File: src/rtl/pipe_hazard_ctrl_pkg.sv
// Shared definitions for the pipeline hazard controller: MDU state encoding,
// the register-zero constant and default latencies.
package pipe_ctrl_pkg;

  typedef enum logic {
    MDU_IDLE = 1'b0,
    MDU_BUSY = 1'b1
  } mdu_state_e;

  localparam logic [4:0] REG_ZERO = 5'd0;

  localparam int unsigned DEF_MULT_CYCLES = 4;
  localparam int unsigned DEF_DIV_CYCLES  = 32;
  localparam int unsigned DEF_CNT_W       = 16;
  localparam int unsigned MDU_CNT_W       = 6;

endpackage

File: src/rtl/pipe_hazard_ctrl_if.sv
// Hazard-control bus between the pipeline datapath (master) and the
// stall/flush scheduler (slave).
interface pipe_hazard_ctrl_if import pipe_ctrl_pkg::*; #(
  parameter int unsigned CNT_W = DEF_CNT_W
);
  logic [4:0]       id_rs;
  logic [4:0]       id_rt;
  logic             id_uses_rs;
  logic             id_uses_rt;
  logic             id_mdu_start;
  logic             id_mdu_is_div;
  logic             id_reads_hilo;
  logic             ex_memread;
  logic [4:0]       ex_wdst;
  logic             ex_branch_taken;
  logic             mem_req;
  logic             mem_ready;
  logic             pc_en;
  logic             if_id_en;
  logic             if_id_flush;
  logic             id_ex_en;
  logic             id_ex_flush;
  logic             ex_mem_en;
  logic             mem_wb_en;
  logic             mdu_busy;
  logic             mdu_done;
  logic [CNT_W-1:0] stall_cnt;

  modport master (
    output id_rs, id_rt, id_uses_rs, id_uses_rt, id_mdu_start, id_mdu_is_div,
           id_reads_hilo, ex_memread, ex_wdst, ex_branch_taken, mem_req, mem_ready,
    input  pc_en, if_id_en, if_id_flush, id_ex_en, id_ex_flush, ex_mem_en,
           mem_wb_en, mdu_busy, mdu_done, stall_cnt
  );

  modport slave (
    input  id_rs, id_rt, id_uses_rs, id_uses_rt, id_mdu_start, id_mdu_is_div,
           id_reads_hilo, ex_memread, ex_wdst, ex_branch_taken, mem_req, mem_ready,
    output pc_en, if_id_en, if_id_flush, id_ex_en, id_ex_flush, ex_mem_en,
           mem_wb_en, mdu_busy, mdu_done, stall_cnt
  );
endinterface

File: src/rtl/pipe_hazard_ctrl_mdu_sched.sv
// MULT/DIV occupancy tracker: loads the unit latency on acceptance, counts
// down every cycle (freezes included) and pulses done on the way out.
module mdu_sched import pipe_ctrl_pkg::*; #(
  parameter int unsigned MULT_CYCLES = DEF_MULT_CYCLES,
  parameter int unsigned DIV_CYCLES  = DEF_DIV_CYCLES
) (
  input  logic clk,
  input  logic rst,
  input  logic accept,
  input  logic is_div,
  output logic busy,
  output logic done
);

  localparam logic [MDU_CNT_W-1:0] MULT_LOAD = MDU_CNT_W'(MULT_CYCLES);
  localparam logic [MDU_CNT_W-1:0] DIV_LOAD  = MDU_CNT_W'(DIV_CYCLES);
  localparam logic [MDU_CNT_W-1:0] CNT_ONE   = MDU_CNT_W'(1);

  mdu_state_e           state;
  logic [MDU_CNT_W-1:0] mdu_cnt;

  always_ff @(posedge clk or posedge rst) begin
    if (rst) begin
      state   <= MDU_IDLE;
      mdu_cnt <= '0;
      done    <= 1'b0;
    end else begin
      done <= 1'b0;
      case (state)
        MDU_IDLE: begin
          if (accept) begin
            mdu_cnt <= is_div ? DIV_LOAD : MULT_LOAD;
            state   <= MDU_BUSY;
          end
        end
        MDU_BUSY: begin
          if (mdu_cnt == CNT_ONE) begin
            mdu_cnt <= '0;
            state   <= MDU_IDLE;
            done    <= 1'b1;
          end else begin
            mdu_cnt <= mdu_cnt - CNT_ONE;
          end
        end
        default: begin
          state   <= MDU_IDLE;
          mdu_cnt <= '0;
        end
      endcase
    end
  end

  assign busy = (state == MDU_BUSY);

endmodule

File: src/rtl/pipe_hazard_ctrl.sv
// Stall/flush scheduler for the 5-stage pipeline: priority decode of memory
// wait, branch squash, load-use and MDU hazards, plus a stall-cycle counter.
module pipe_hazard_ctrl import pipe_ctrl_pkg::*; #(
  parameter int unsigned MULT_CYCLES = DEF_MULT_CYCLES,
  parameter int unsigned DIV_CYCLES  = DEF_DIV_CYCLES,
  parameter int unsigned CNT_W       = DEF_CNT_W
) (
  input logic              clk,
  input logic              rst,
  pipe_hazard_ctrl_if.slave bus
);

  logic             lu;
  logic             mh;
  logic             mw;
  logic             mdu_accept;
  logic             mdu_busy;
  logic             mdu_done;
  logic             pc_en;
  logic             if_id_en;
  logic             if_id_flush;
  logic             id_ex_en;
  logic             id_ex_flush;
  logic             ex_mem_en;
  logic             mem_wb_en;
  logic [CNT_W-1:0] stall_cnt;

  always_comb begin
    lu = bus.ex_memread && (bus.ex_wdst != REG_ZERO) &&
         ((bus.id_uses_rs && (bus.id_rs == bus.ex_wdst)) ||
          (bus.id_uses_rt && (bus.id_rt == bus.ex_wdst)));
    mh = mdu_busy && (bus.id_mdu_start || bus.id_reads_hilo);
    mw = bus.mem_req && !bus.mem_ready;
  end

  always_comb begin
    pc_en       = 1'b0;
    if_id_en    = 1'b0;
    if_id_flush = 1'b0;
    id_ex_en    = 1'b0;
    id_ex_flush = 1'b0;
    ex_mem_en   = 1'b0;
    mem_wb_en   = 1'b0;
    mdu_accept  = 1'b0;
    if (!rst) begin
      if (mw) begin
        // full freeze: everything already at zero
      end else if (bus.ex_branch_taken) begin
        pc_en       = 1'b1;
        if_id_en    = 1'b1;
        if_id_flush = 1'b1;
        id_ex_en    = 1'b1;
        id_ex_flush = 1'b1;
        ex_mem_en   = 1'b1;
        mem_wb_en   = 1'b1;
      end else if (lu || mh) begin
        id_ex_en    = 1'b1;
        id_ex_flush = 1'b1;
        ex_mem_en   = 1'b1;
        mem_wb_en   = 1'b1;
      end else begin
        pc_en       = 1'b1;
        if_id_en    = 1'b1;
        id_ex_en    = 1'b1;
        ex_mem_en   = 1'b1;
        mem_wb_en   = 1'b1;
        // a stalled ID instruction is re-presented, so only run accepts
        mdu_accept  = bus.id_mdu_start;
      end
    end
  end

  mdu_sched #(
    .MULT_CYCLES (MULT_CYCLES),
    .DIV_CYCLES  (DIV_CYCLES)
  ) u_mdu_sched (
    .clk    (clk),
    .rst    (rst),
    .accept (mdu_accept),
    .is_div (bus.id_mdu_is_div),
    .busy   (mdu_busy),
    .done   (mdu_done)
  );

  always_ff @(posedge clk or posedge rst) begin
    if (rst) begin
      stall_cnt <= '0;
    end else if (!pc_en && (stall_cnt != '1)) begin
      stall_cnt <= stall_cnt + CNT_W'(1);
    end
  end

  assign bus.pc_en       = pc_en;
  assign bus.if_id_en    = if_id_en;
  assign bus.if_id_flush = if_id_flush;
  assign bus.id_ex_en    = id_ex_en;
  assign bus.id_ex_flush = id_ex_flush;
  assign bus.ex_mem_en   = ex_mem_en;
  assign bus.mem_wb_en   = mem_wb_en;
  assign bus.mdu_busy    = mdu_busy;
  assign bus.mdu_done    = mdu_done;
  assign bus.stall_cnt   = stall_cnt;

endmodule

File: src/flat_wrapper.sv
// flat-port wrapper written by rule: the top's interface ports become plain ports
module pipe_hazard_ctrl_flat import pipe_ctrl_pkg::*;
#(
  parameter int unsigned MULT_CYCLES = DEF_MULT_CYCLES,
  parameter int unsigned DIV_CYCLES  = DEF_DIV_CYCLES,
  parameter int unsigned CNT_W       = DEF_CNT_W
)
  (clk, rst, bus_id_rs, bus_id_rt, bus_id_uses_rs, bus_id_uses_rt, bus_id_mdu_start, bus_id_mdu_is_div, bus_id_reads_hilo, bus_ex_memread, bus_ex_wdst, bus_ex_branch_taken, bus_mem_req, bus_mem_ready, bus_pc_en, bus_if_id_en, bus_if_id_flush, bus_id_ex_en, bus_id_ex_flush, bus_ex_mem_en, bus_mem_wb_en, bus_mdu_busy, bus_mdu_done, bus_stall_cnt);
  pipe_hazard_ctrl_if #(.CNT_W(CNT_W)) bus_i ();
  input logic clk;
  input logic rst;
  input wire logic [$bits(bus_i.id_rs)-1:0] bus_id_rs;
  input wire logic [$bits(bus_i.id_rt)-1:0] bus_id_rt;
  input wire logic [$bits(bus_i.id_uses_rs)-1:0] bus_id_uses_rs;
  input wire logic [$bits(bus_i.id_uses_rt)-1:0] bus_id_uses_rt;
  input wire logic [$bits(bus_i.id_mdu_start)-1:0] bus_id_mdu_start;
  input wire logic [$bits(bus_i.id_mdu_is_div)-1:0] bus_id_mdu_is_div;
  input wire logic [$bits(bus_i.id_reads_hilo)-1:0] bus_id_reads_hilo;
  input wire logic [$bits(bus_i.ex_memread)-1:0] bus_ex_memread;
  input wire logic [$bits(bus_i.ex_wdst)-1:0] bus_ex_wdst;
  input wire logic [$bits(bus_i.ex_branch_taken)-1:0] bus_ex_branch_taken;
  input wire logic [$bits(bus_i.mem_req)-1:0] bus_mem_req;
  input wire logic [$bits(bus_i.mem_ready)-1:0] bus_mem_ready;
  output wire logic [$bits(bus_i.pc_en)-1:0] bus_pc_en;
  output wire logic [$bits(bus_i.if_id_en)-1:0] bus_if_id_en;
  output wire logic [$bits(bus_i.if_id_flush)-1:0] bus_if_id_flush;
  output wire logic [$bits(bus_i.id_ex_en)-1:0] bus_id_ex_en;
  output wire logic [$bits(bus_i.id_ex_flush)-1:0] bus_id_ex_flush;
  output wire logic [$bits(bus_i.ex_mem_en)-1:0] bus_ex_mem_en;
  output wire logic [$bits(bus_i.mem_wb_en)-1:0] bus_mem_wb_en;
  output wire logic [$bits(bus_i.mdu_busy)-1:0] bus_mdu_busy;
  output wire logic [$bits(bus_i.mdu_done)-1:0] bus_mdu_done;
  output wire logic [$bits(bus_i.stall_cnt)-1:0] bus_stall_cnt;
  assign bus_i.id_rs = bus_id_rs;
  assign bus_i.id_rt = bus_id_rt;
  assign bus_i.id_uses_rs = bus_id_uses_rs;
  assign bus_i.id_uses_rt = bus_id_uses_rt;
  assign bus_i.id_mdu_start = bus_id_mdu_start;
  assign bus_i.id_mdu_is_div = bus_id_mdu_is_div;
  assign bus_i.id_reads_hilo = bus_id_reads_hilo;
  assign bus_i.ex_memread = bus_ex_memread;
  assign bus_i.ex_wdst = bus_ex_wdst;
  assign bus_i.ex_branch_taken = bus_ex_branch_taken;
  assign bus_i.mem_req = bus_mem_req;
  assign bus_i.mem_ready = bus_mem_ready;
  assign bus_pc_en = bus_i.pc_en;
  assign bus_if_id_en = bus_i.if_id_en;
  assign bus_if_id_flush = bus_i.if_id_flush;
  assign bus_id_ex_en = bus_i.id_ex_en;
  assign bus_id_ex_flush = bus_i.id_ex_flush;
  assign bus_ex_mem_en = bus_i.ex_mem_en;
  assign bus_mem_wb_en = bus_i.mem_wb_en;
  assign bus_mdu_busy = bus_i.mdu_busy;
  assign bus_mdu_done = bus_i.mdu_done;
  assign bus_stall_cnt = bus_i.stall_cnt;
  pipe_hazard_ctrl #(.MULT_CYCLES(MULT_CYCLES), .DIV_CYCLES(DIV_CYCLES), .CNT_W(CNT_W)) u_core (.clk(clk), .rst(rst), .bus(bus_i));
endmodule
File: config.mk
export PLATFORM = sky130hd
export DESIGN_NAME = pipe_hazard_ctrl_flat
export DESIGN_NICKNAME = d
export VERILOG_FILES = /design/src/rtl/pipe_hazard_ctrl_pkg.sv /design/src/rtl/pipe_hazard_ctrl_if.sv /design/src/rtl/pipe_hazard_ctrl_mdu_sched.sv /design/src/rtl/pipe_hazard_ctrl.sv /design/src/flat_wrapper.sv
export SDC_FILE = /design/constraint.sdc
export NUM_CORES = 1
export LEC_CHECK = 0
export BUFFER_PORTS_ARGS = -buffer_cell sky130_fd_sc_hd__buf_2
export CAP_MARGIN = 30
export CORE_ASPECT_RATIO = 0.6
export CORE_MARGIN = 4
export CORE_UTILIZATION = 27
export CTS_CLUSTER_SIZE = 24
export DETAILED_ROUTE_END_ITERATION = 16
export PLACE_DENSITY = 0.56
export SETUP_SLACK_MARGIN = 0.02
export SYNTH_ARGS = -nofsm -noshare
export SYNTH_HDL_FRONTEND = slang
export SYNTH_SLANG_ARGS = --single-unit
File: constraint.sdc
create_clock -name clk -period 4.7 [get_ports clk]
set_input_delay 0.94 -clock clk [delete_from_list [all_inputs] [get_ports clk]]
set_output_delay 0.94 -clock clk [all_outputs]
set_load 0.01 [all_outputs]
==> out/qor.txt <==
outcome = completed
part of the total power dissipated in combinational logic = 0.432
routed vias/inst = 4.634
antenna violations before repair = 0
cells taking the most area after synthesis = dfrtp_1, xnor2_1, xor2_1
area growth from synthesis to layout = 26.22%
Pre-Repair DR Iteration Count = 4
core region area = 0.005105 mm2
fraction of layout instances using a drive strength above 1 = 0.3218
net switching share of the total power = 0.4106
count of instances resized after the clock tree is built = 0
worst max-slew margin expressed relative to the limit = 0.6195
slack of the worst reg-to-reg path = 2340 ps
final weighted congestion in routability-driven placement = 0.7538
number of buffers on the longest clock path = 2
clock latency at the later pin of the worst-skew pair = 270 ps
Net count, final = 232
HPWL Detailed = 2678 um
maximum clock skew at final layout = 2.937 ps
Pwr Density = 519.8 mW/mm2
Die Footprint = 0.006589 mm2
peak supply drop = 154.6 uV
vias in the first global route = 1189
wire length per cell = 12.32 um
Max FO, Critical Path = 3
Top FF cell, synth = dfrtp_1
Slowest cell on crit path = o22ai_1
Setup TNS Final = 0 ps
number of routed nets with antenna violations = 0
standard-cell row count = 20
root buffer cell = clkbuf_8
hold path cells = 1
Buffers on Ports = 50
slew at the pin closest to its max-slew limit = 565.6 ps
Placed Instance Area = 0.001758 mm2
reg-to-reg critical path startpoint = u_core.bus.stall_cnt[0]$_DFFE_PP0P_
combined global-route utilization of all metal layers = 0.1057
end point of the most critical hold path = u_core.bus.stall_cnt[15]$_DFFE_PP0P_
Post-synth ARST share = 1.000
top cell type's share of synthesized area = 0.4181
number of clock sinks seen by CTS = 24
maximum number of pins on one net before global-route repair = 21
Post-CTS Setup Inserts = 0
Mapped Avg Cell Area = 9.388 um2
smallest setup slack after layout = 1357 ps
Synth Cell Area = 0.001436 mm2
Clock transition at path regs = 90 ps
length in cells of the worst reg-to-reg path = 6
internal power of the cells = 0.0005554 W
Worst setup SP type = input pin
category of cells accounting for the largest share of critical-path delay = compound AO/OA/AOI/OAI gates
number of synthesis warnings = 0
critical path's most frequent cell = buf_2
Ports = 51
Hold Violations, Final = 0
TritonCTS clock tree = yes
Seq pwr share = 0.417
die span in y = 64.50 um
shortest period the worst path allows = 3343 ps
setup repair after global routing missed its margin = no
Critical Path AT = 2400 ps
clock power share = 0.152
reported max-cap violation count = 0
starting density of the core = 0.2814
r2r endpoint = u_core.bus.stall_cnt[1]$_DFFE_PP0P_
most frequent cells after synthesis = dfrtp_1, nand2_1, xnor2_1
Max Freq = 299.1 MHz
Horiz. Die Dim = 102.2 um
Hold Crit Class = flip-flop to flip-flop
Util after Layout = 0.3551
CP bufs+invs = 2
post-synthesis net count = 182
Switch Pwr = 0.0003869 W
sequential element share of the synthesized area = 0.4181
post-route cell area = 0.001813 mm2
max-slew violation count = 0
Iteration-0 DRC Markers = 66
number of flip-flops and latches in the synthesized netlist = 24
Congestion Overflow GR = 0
sort of element at the end of the critical path = output port
CTS Buf Count = 3
level count of the clock H-tree = 1
global-route wire length before repair = 5568 um
post-route total power = 0.0009424 W
final worst-path cycle share = 0.7114
stage delay of the slowest cell on the critical path = 450 ps
number of diodes = 0
post-synthesis instance total = 153
Yosys cell types = 36
minimum setup slack after placement = 1336 ps
Post-Route WL = 3302 um
remaining design rule violation count = 0
most common cell in the synthesized netlist = dfrtp_1
kind of critical path = input pin to output port
quantity of hold-fixing buffers added after cts = 0
worst hold start = u_core.bus.stall_cnt[15]$_DFFE_PP0P_
Static Leakage = 0.8266 nW
Cell Chain, Critical Path = buf_2, xnor2_1, nand4_1, o22ai_1, and2_2, nor2_1, o21a_1, buf_2
number of enable-type register cells in the synthesized netlist = 0
required time at the endpoint of the critical path = 3760 ps
DR vias = 1242
Final Setup Violations = 0
cell type with the highest aggregate area in the netlist = dfrtp_1
## cells by family (layout without fill, tap and decap cells)
| group | after synthesis | in the layout | share of synthesized area |
|---|---|---|---|
| flip-flops | 24 | 24 | 0.4181 |
| buffers and inverters | 18 | 67 | 0.05836 |
| AO/OA/AOI/OAI | 17 | 17 | 0.1011 |
| XOR/XNOR | 25 | 25 | 0.1524 |
| adder cells (fa/ha/maj) | 3 | 3 | 0.02614 |
| multiplexers | 4 | 4 | 0.02962 |
| AND/OR/NAND/NOR | 62 | 62 | 0.2143 |
## cells in the final DEF (no fill, tap or decap), types with 3 or more instances in the layout
master,instances
xnor2_1,14
clkbuf_8,4
nor2_1,13
nand4_1,6
dfrtp_1,24
o22ai_1,4
buf_2,50
nand2_1,14
xor2_1,11
nor3_1,9
nor4_1,5
nand3_1,6
ha_1,3
inv_1,11
## final cells by class
type	instances	area, um2
inverter	12	45.04
sequential	24	600.6
clock buffer	4	55.05
fill	545	3292
multi-input combinational	111	752.0
tap	66	82.58
timing repair buffer	51	277.8
## power groups by stage
stage | Sequential (W) | Clock [W] | Combinational, W
floorplan | 0.000399 | 0 | 0.000268
global placement | 0.000396 | 0 | 0.000405
detailed placement | 0.000396 | 0 | 0.000410
CTS | 0.000392 | 0.000145 | 0.000411
global route | 0.000411 | 0.000152 | 0.000456
finish | 0.000393 | 0.000143 | 0.000407
## stage by stage
step,cells,hold WS (ps)
after floorplan,153,473.7
after global placement,263,497.6
after detailed placement,264,499.3
after CTS,268,514.3
after global routing,268,533.2
final,268,509.5
## worst max-delay path by stage
stage | from | end | slack (ps) | cells after the start
after floorplan | bus_ex_wdst[0] | bus_pc_en | 1510 | 7
after global placement | bus_ex_wdst[1] | bus_pc_en | 1370 | 8
after detailed placement | bus_ex_wdst[1] | bus_if_id_en | 1340 | 8
after CTS | bus_ex_wdst[1] | bus_if_id_en | 1330 | 8
after global routing | bus_ex_wdst[1] | bus_if_id_en | 1250 | 8
final | bus_ex_wdst[1] | bus_if_id_en | 1360 | 8
## state kept, by name, indices dropped and copies added, names as in the netlist
register and cells:
u_core.bus.stall_cnt 16, u_core.u_mdu_sched.busy 1, u_core.u_mdu_sched.done 1, u_core.u_mdu_sched.mdu_cnt 6
## routing by layer
layer,vias to the layer above,routed length (um),global-route usage,share of wire
met2,51,1269,0.1521,0.38
met3,2,302,0.02688,0.091
li1,627,-,-,-
met4,0,23,0.01964,0.0070
met1,562,1705,0.1596,0.52
met5,-,0,0,0
No activity file was read; power rests on OpenSTA's default activity.
